`config.mk`:
```
export PLATFORM = sky130hd
export DESIGN_NAME = spike_encoder_seq_flat
export DESIGN_NICKNAME = d
export VERILOG_FILES = /design/src/rtl/spike_encoder_seq_if.sv /design/src/rtl/spike_encoder_seq.sv /design/src/flat_wrapper.sv
export SDC_FILE = /design/constraint.sdc
export NUM_CORES = 1
export LEC_CHECK = 0
export ABC_AREA = 1
export CAP_MARGIN = 20
export CORE_ASPECT_RATIO = 1.25
export CORE_MARGIN = 4
export CORE_UTILIZATION = 34
export DETAILED_ROUTE_END_ITERATION = 16
export HOLD_SLACK_MARGIN = 0.06
export PLACE_DENSITY = 0.76
export SYNTH_ARGS = -nofsm -noshare
export SYNTH_HDL_FRONTEND = slang
export SYNTH_SLANG_ARGS = --single-unit
```
`constraint.sdc`:
```
create_clock -name clk -period 1.84 [get_ports clk]
set_input_delay 0.184 -clock clk [delete_from_list [all_inputs] [get_ports clk]]
set_output_delay 0.184 -clock clk [all_outputs]
set_load 0.005 [all_outputs]
```
`src/rtl/spike_encoder_seq_if.sv`:
```
// Pixel-image handshake between an image source (master) and spike_encoder_seq (slave).
interface spike_encoder_seq_if #(
  parameter int NUM_SPIKES = 16,
  parameter int PIX_BITS   = 8
);
  logic                           pix_valid;
  logic                           pix_ready;
  logic [NUM_SPIKES*PIX_BITS-1:0] pix_data;
  logic                           train_in;

  modport master (output pix_valid, output pix_data, output train_in, input pix_ready);
  modport slave  (input pix_valid, input pix_data, input train_in, output pix_ready);
endinterface

```
`src/rtl/spike_encoder_seq.sv`:
```
// Rate-to-latency spike encoder: latches an image, then plays out one timed frame.
// Optional one-image prefetch buffer enabled by defining ENCODER_PREFETCH_EN.
module spike_encoder_seq #(
  parameter int NUM_SPIKES = 16,
  parameter int PIX_BITS   = 8,
  parameter int LOG_TP     = 3,
  parameter int LOG_TIME   = 4,
  parameter int THRESH     = 64
) (
  input  logic                                 clk,
  input  logic                                 rst,
  spike_encoder_seq_if.slave                   pix,
  output logic [LOG_TIME:0]                    time_val,
  output logic [NUM_SPIKES*(LOG_TP+1)-1:0]     spike_times,
  output logic                                 training,
  output logic                                 busy,
  output logic                                 frame_done
);

  localparam int FW = LOG_TP + 1;
  localparam int SW = NUM_SPIKES * FW;
  localparam logic [PIX_BITS:0] LP_THRESH     = (PIX_BITS+1)'(THRESH);
  localparam logic [LOG_TIME:0] LP_LAST_TEST  = (LOG_TIME+1)'((2**LOG_TP) - 1);
  localparam logic [LOG_TIME:0] LP_LAST_TRAIN = (LOG_TIME+1)'((2**LOG_TP) + NUM_SPIKES - 1);
  localparam logic [SW-1:0]     LP_SUPP       = {SW{1'b1}};

  typedef enum logic [0:0] {S_IDLE = 1'b0, S_RUN = 1'b1} state_t;

  state_t            r_state;
  logic [SW-1:0]     r_spk;
  logic [LOG_TIME:0] r_time;
  logic              r_train;
  logic              r_busy;
  logic              r_done;
  logic              r_ready;
`ifdef ENCODER_PREFETCH_EN
  logic [SW-1:0]     r_buf_spk;
  logic              r_buf_train;
  logic              r_buf_full;
`endif

  logic [SW-1:0]     w_enc;
  logic              w_accept;
  logic [LOG_TIME:0] w_last_time;
  logic [LOG_TIME:0] w_time_inc;
  logic              w_at_last;

  // Dim pixels are suppressed; otherwise the top LOG_TP bits of the inverted intensity give the spike time.
  function automatic logic [FW-1:0] encode_pix(input logic [PIX_BITS-1:0] p);
    logic [PIX_BITS-1:0] inv;
    inv = ~p;
    if ({1'b0, p} < LP_THRESH) begin
      encode_pix = {FW{1'b1}};
    end else begin
      encode_pix = {1'b0, inv[PIX_BITS-1 -: LOG_TP]};
    end
  endfunction

  function automatic logic [SW-1:0] encode_img(input logic [NUM_SPIKES*PIX_BITS-1:0] d);
    logic [SW-1:0] res;
    res = LP_SUPP;
    for (int i = 0; i < NUM_SPIKES; i++) begin
      res[i*FW +: FW] = encode_pix(d[i*PIX_BITS +: PIX_BITS]);
    end
    return res;
  endfunction

  // Encoded image, handshake and end-of-frame detection.
  always_comb begin
    w_enc       = encode_img(pix.pix_data);
    w_accept    = pix.pix_valid & r_ready;
    w_last_time = r_train ? LP_LAST_TRAIN : LP_LAST_TEST;
    w_time_inc  = r_time + {{LOG_TIME{1'b0}}, 1'b1};
    w_at_last   = (r_time == w_last_time);
  end

  // Frame sequencer with registered outputs.
  always_ff @(posedge clk or posedge rst) begin
    if (rst) begin
      r_state <= S_IDLE;
      r_spk   <= LP_SUPP;
      r_time  <= '0;
      r_train <= 1'b0;
      r_busy  <= 1'b0;
      r_done  <= 1'b0;
      r_ready <= 1'b0;
`ifdef ENCODER_PREFETCH_EN
      r_buf_spk   <= LP_SUPP;
      r_buf_train <= 1'b0;
      r_buf_full  <= 1'b0;
`endif
    end else begin
      case (r_state)
        S_IDLE: begin
          r_ready <= 1'b1;
          if (w_accept) begin
            r_state <= S_RUN;
            r_spk   <= w_enc;
            r_train <= pix.train_in;
            r_time  <= '0;
            r_busy  <= 1'b1;
            r_done  <= 1'b0;
`ifdef ENCODER_PREFETCH_EN
            r_ready <= 1'b1;
`else
            r_ready <= 1'b0;
`endif
          end
        end
        S_RUN: begin
          if (w_at_last) begin
            r_time <= '0;
            r_done <= 1'b0;
`ifdef ENCODER_PREFETCH_EN
            r_ready <= 1'b1;
            if (r_buf_full) begin
              r_spk      <= r_buf_spk;
              r_train    <= r_buf_train;
              r_buf_full <= 1'b0;
            end else if (w_accept) begin
              r_spk   <= w_enc;
              r_train <= pix.train_in;
            end else begin
              r_state <= S_IDLE;
              r_spk   <= LP_SUPP;
              r_busy  <= 1'b0;
            end
`else
            r_state <= S_IDLE;
            r_spk   <= LP_SUPP;
            r_busy  <= 1'b0;
            r_ready <= 1'b1;
`endif
          end else begin
            r_time <= w_time_inc;
            r_done <= (w_time_inc == w_last_time);
`ifdef ENCODER_PREFETCH_EN
            // Image offered mid-frame is parked until the current frame ends.
            if (w_accept) begin
              r_buf_spk   <= w_enc;
              r_buf_train <= pix.train_in;
              r_buf_full  <= 1'b1;
              r_ready     <= 1'b0;
            end
`endif
          end
        end
        default: begin
          r_state <= S_IDLE;
          r_spk   <= LP_SUPP;
          r_time  <= '0;
          r_busy  <= 1'b0;
          r_done  <= 1'b0;
          r_ready <= 1'b0;
        end
      endcase
    end
  end

  assign pix.pix_ready = r_ready;
  assign time_val      = r_time;
  assign spike_times   = r_spk;
  assign training      = r_train;
  assign busy          = r_busy;
  assign frame_done    = r_done;

endmodule

```
`src/flat_wrapper.sv`:
```
// flat-port wrapper written by rule: the top's interface ports become plain ports
module spike_encoder_seq_flat 
#(
  parameter int NUM_SPIKES = 16,
  parameter int PIX_BITS   = 8,
  parameter int LOG_TP     = 3,
  parameter int LOG_TIME   = 4,
  parameter int THRESH     = 64
)
  (clk, rst, time_val, spike_times, training, busy, frame_done, pix_pix_valid, pix_pix_data, pix_train_in, pix_pix_ready);
  spike_encoder_seq_if #(.NUM_SPIKES(NUM_SPIKES), .PIX_BITS(PIX_BITS)) pix_i ();
  input  logic clk;
  input  logic rst;
  output logic [LOG_TIME:0] time_val;
  output logic [NUM_SPIKES*(LOG_TP+1)-1:0] spike_times;
  output logic training;
  output logic busy;
  output logic frame_done;
  input wire logic [$bits(pix_i.pix_valid)-1:0] pix_pix_valid;
  input wire logic [$bits(pix_i.pix_data)-1:0] pix_pix_data;
  input wire logic [$bits(pix_i.train_in)-1:0] pix_train_in;
  output wire logic [$bits(pix_i.pix_ready)-1:0] pix_pix_ready;
  assign pix_i.pix_valid = pix_pix_valid;
  assign pix_i.pix_data = pix_pix_data;
  assign pix_i.train_in = pix_train_in;
  assign pix_pix_ready = pix_i.pix_ready;
  spike_encoder_seq #(.NUM_SPIKES(NUM_SPIKES), .PIX_BITS(PIX_BITS), .LOG_TP(LOG_TP), .LOG_TIME(LOG_TIME), .THRESH(THRESH)) u_core (.clk(clk), .rst(rst), .pix(pix_i), .time_val(time_val), .spike_times(spike_times), .training(training), .busy(busy), .frame_done(frame_done));
endmodule
```
==> results by stage <==
Global routing:
- Global routing used 15.8% of the available tracks.
- Entering global routing, the biggest net connects 75 pins.
- The aggregate global routing overflow is 0.
- The initial antenna violation count is 0.
- The global-route wire length before repair is 15.4 mm.
- The via count of the first global-routing pass is 3272.

Timing:
- Setup violations remaining at the end of the flow were counted as 0.
- The final number of max-transition violations is 0.
- The final hold violation count is 0.
- Setup repair after global routing left no endpoint under its margin.
- The worst pin sits at a relative slew slack of 73.6%.
- The setup slack of the critical path after layout is 231 ps.
- The worst path in the final design needs a cycle of 1610 ps, including I/O delays and setup.
- Summed over all failing endpoints, the final setup total negative slack is 0 ps.
- The clock arrives with 7.73 ps of skew.
- The final critical path takes up 87.5% of the cycle.
- The actual transition at the worst max-transition pin is 396 ps.
- The fmax is 621 MHz.

Place:
- Routability-driven placement finished with a final weighted congestion of 0.805.
- The number of instances in the placed design is 675.
- Port buffering added 124 buffers.
- The worst slack at placement is 153 ps.
- After legalization and detailed placement, the total HPWL measured 6.68 mm.

Floorplan:
- The total area inside the core boundary comes to 0.0101 mm².
- The initial utilization of the core area, before any placement, comes to 34.8%.
- For this design the top-level I/O count stands at 205.
- After floorplanning, the core was divided into 41 placement rows.
- The floorplan die width is 98.9 µm.
- The die covers 0.0120 mm².
- The overall die height is 122 µm.

Routing:
- The final antenna-violating net count is 0.
- The highest metal layer carrying signal wires in the routed design is met4.
- The detail-routed via count per cell is 4.76.
- The number of optimization iterations in the first detailed-route pass is 4.
- In the routed design, unresolved DRC markers number 0.
- The routed wirelength normalized by instance count is 13.6 µm.
- The final wirelength is 9.39 mm.
- The routed length on met3 is 617 µm.
- The routed length on met1 is 3.91 mm.
- The count of vias placed by the detailed router is 3281.
- The length of routed met2 wiring is 4.75 mm.
- The initial detailed-routing violation count is 95.

Run status:
- The flow ran to the end, and the final reports show no timing, DRC or antenna violations.

Clock tree:
- In this run the post-CTS setup repair buffer count came out at 0.
- The clock net in this run drives a total of 74 sinks.
- The number of buffers on the longest clock path is 2.
- The H-tree generated during clock tree synthesis spans 3 levels.
- The clock root buffer is clkbuf_16.
- Clock-pin slew was measured on the worst setup and hold paths at 60 ps.
- The clock tree from TritonCTS is done.
- The insertion delay of the later-clocked pin in the worst-skew pair is 320 ps.
- In this run, post-CTS hold repair placed 0 buffers.
- The number of clock buffers added by TritonCTS is 9.
- The post-cts resize count is 0.

Hold path:
- The path class of the lowest-slack min-delay path is in -> async.

Synthesis:
- In this run, synthesis produced a sequential element count of 74.
- Sorting the synthesized cells by area gives the leading types as dfstp_2 48%, nand2_1 23%, nand3_1 11%.
- Yosys printed 0 warnings.
- The mapped netlist covers 0.00351 mm².
- The number of distinct standard cells referenced by the synthesized netlist is 16.
- In this run the biggest area consumer among cell types represents 47.9% of the synthesized area.
- Summing the sequential cell areas from Yosys gives 55.0% of the chip area.
- The synthesized design spends more area on one cell type than any other, namely dfstp_2.
- A synthesized cell averages 8.04 µm².
- Synthesis handed over a netlist of 437 instances.
- The net count of the mapped netlist is 571.

Critical path:
- The setup slack on the worst flop-to-flop path is 230 ps.
- The startpoint identified for the worst register-to-register timing path is u_core.time_val[0].
- By startpoint and endpoint, the worst setup path is classified as reg -> reg.
- At the worst endpoint, the arrival time is 1870 ps.
- The worst setup path is launched from a flop.
- The data required time at the worst endpoint is 2100 ps.
- For the worst flop-to-flop path, the logic depth is 8.
- STA classifies the critical path endpoint as a flop.
- The maximum net fanout on the critical path is 29.
- The worst register-to-register path ends at u_core.spike_times[22].

Layout:
- Summing all multi-input logic gate instances after layout gives 0.00131 mm².
- The final layout contains 691 nets.
- Counting the fill cells in the layout gives 958.
- The finished layout holds 690 standard cells, fillers aside.
- The antenna diode instance count is 0.
- The area overhead of the layout relative to synthesis is 46.3%.
- Cells with a size suffix above 1 make up 16.8% of the layout.
- Across the whole layout, storage elements account for 0.00193 mm².

Job:
- The number of max-cap violations is 0.

Pwr:
- For this design the static power due to leakage is 2.34 nW.
- IR analysis of the VDD net gives a maximum drop of 789 µV.
- For this design the ratio of total power to cell area is 1760 mW/mm².
[layer usage]
layer  vias to the layer above  track usage, %
met5                         -               0
met4                         0            4.53
met3                         9            5.10
met2                        96            27.5
met1                      1571            18.7
li1                       1605               -
[synthesized netlist by cell type, drive strengths merged]
| cell type | number |
|---|---|
| a21oi | 1 |
| buf | 19 |
| clkbuf | 7 |
| dfrtp | 10 |
| dfstp | 64 |
| ha | 2 |
| inv | 24 |
| nand2 | 212 |
| nand3 | 74 |
| nand4 | 1 |
| nor2 | 16 |
| nor3 | 1 |
| o21ai | 5 |
| or2 | 1 |
[cells in the final DEF, fill, tap and decap left out, types with 4 or more instances in the layout]
cell type,n
buf_12,4
buf_4,7
clkbuf_16,9
clkdlybuf4s50_1,124
dfrtp_1,10
dfstp_2,64
inv_1,23
nand2_1,211
nand3_1,72
nor2_1,15
o21ai_0,5
[registers in the layout, summed over array words and instances, names as in the netlist]
| signal | cells |
|---|---|
| u_core.frame_done | 1 |
| u_core.r_state | 1 |
| u_core.pix.pix_ready | 1 |
| u_core.spike_times | 64 |
| u_core.time_val | 5 |
| u_core.busy | 1 |
| u_core.training | 1 |
[final cells by class]
cell class / count / area share, %
sequential: 74 / 37.6
timing repair buffer: 135 / 26.7
multi-input combinational: 313 / 25.6
clock buffer: 12 / 4.80
tap: 129 / 3.14
inverter: 24 / 1.83
clock inverter: 3 / 0.341
[metrics by stage]
| stage | hold slack (ps) | utilization [%] | cell area (µm²) | power (mW) |
|---|---|---|---|---|
| 2_1_floorplan | 315 | - | 3520 | 5.30 |
| 3_3_place_gp | 466 | 48.2 | 4870 | 7.44 |
| 3_5_place_dp | 474 | 48.2 | 4870 | 7.59 |
| 4_1_cts | 334 | 50.8 | 5140 | 9.21 |
| 5_1_grt | 366 | 50.8 | 5140 | 9.79 |
| 6_report | 331 | 50.8 | 5140 | 9.05 |
[critical path, cell delays in order, from the launching register on]
cell and delay [ps]:
dfrtp_1 450, ha_1 230, nand2_1 90, nor2_2 130
nand3_2 150, nand2_2 160, buf_12 200, nand2_1 70
nand2_1 70
[worst max-delay path by stage]
stage | startpoint | end | slack, ps | cells past startpoint
after CTS | u_core.time_val[0] | u_core.spike_times[22] | 210 | 8
after global placement | pix_pix_valid | u_core.spike_times[12] | 180 | 6
final | u_core.time_val[0] | u_core.spike_times[22] | 230 | 8
after detailed placement | pix_pix_valid | u_core.spike_times[2] | 150 | 6
after global routing | u_core.time_val[0] | u_core.spike_times[7] | 70 | 8
after floorplan | u_core.time_val[0] | u_core.busy | 390 | 8
[where the power goes]
group	switching, mW	internal [mW]
combinational	1.74	2.22
sequential	0.537	3.00
clock	0.611	0.937
[cells by family (layout without fill, tap and decap cells)]
logic type,Yosys count,count (layout),synth area share [%]
AOI/OAI and AO/OA,6,6,0.854
DFF,74,74,55.0
adders and majority gates,2,2,0.712
buffers and inverters,50,174,7.98
and+or+nand+nor,305,305,35.5
No activity file was read; power rests on OpenSTA's default activity.
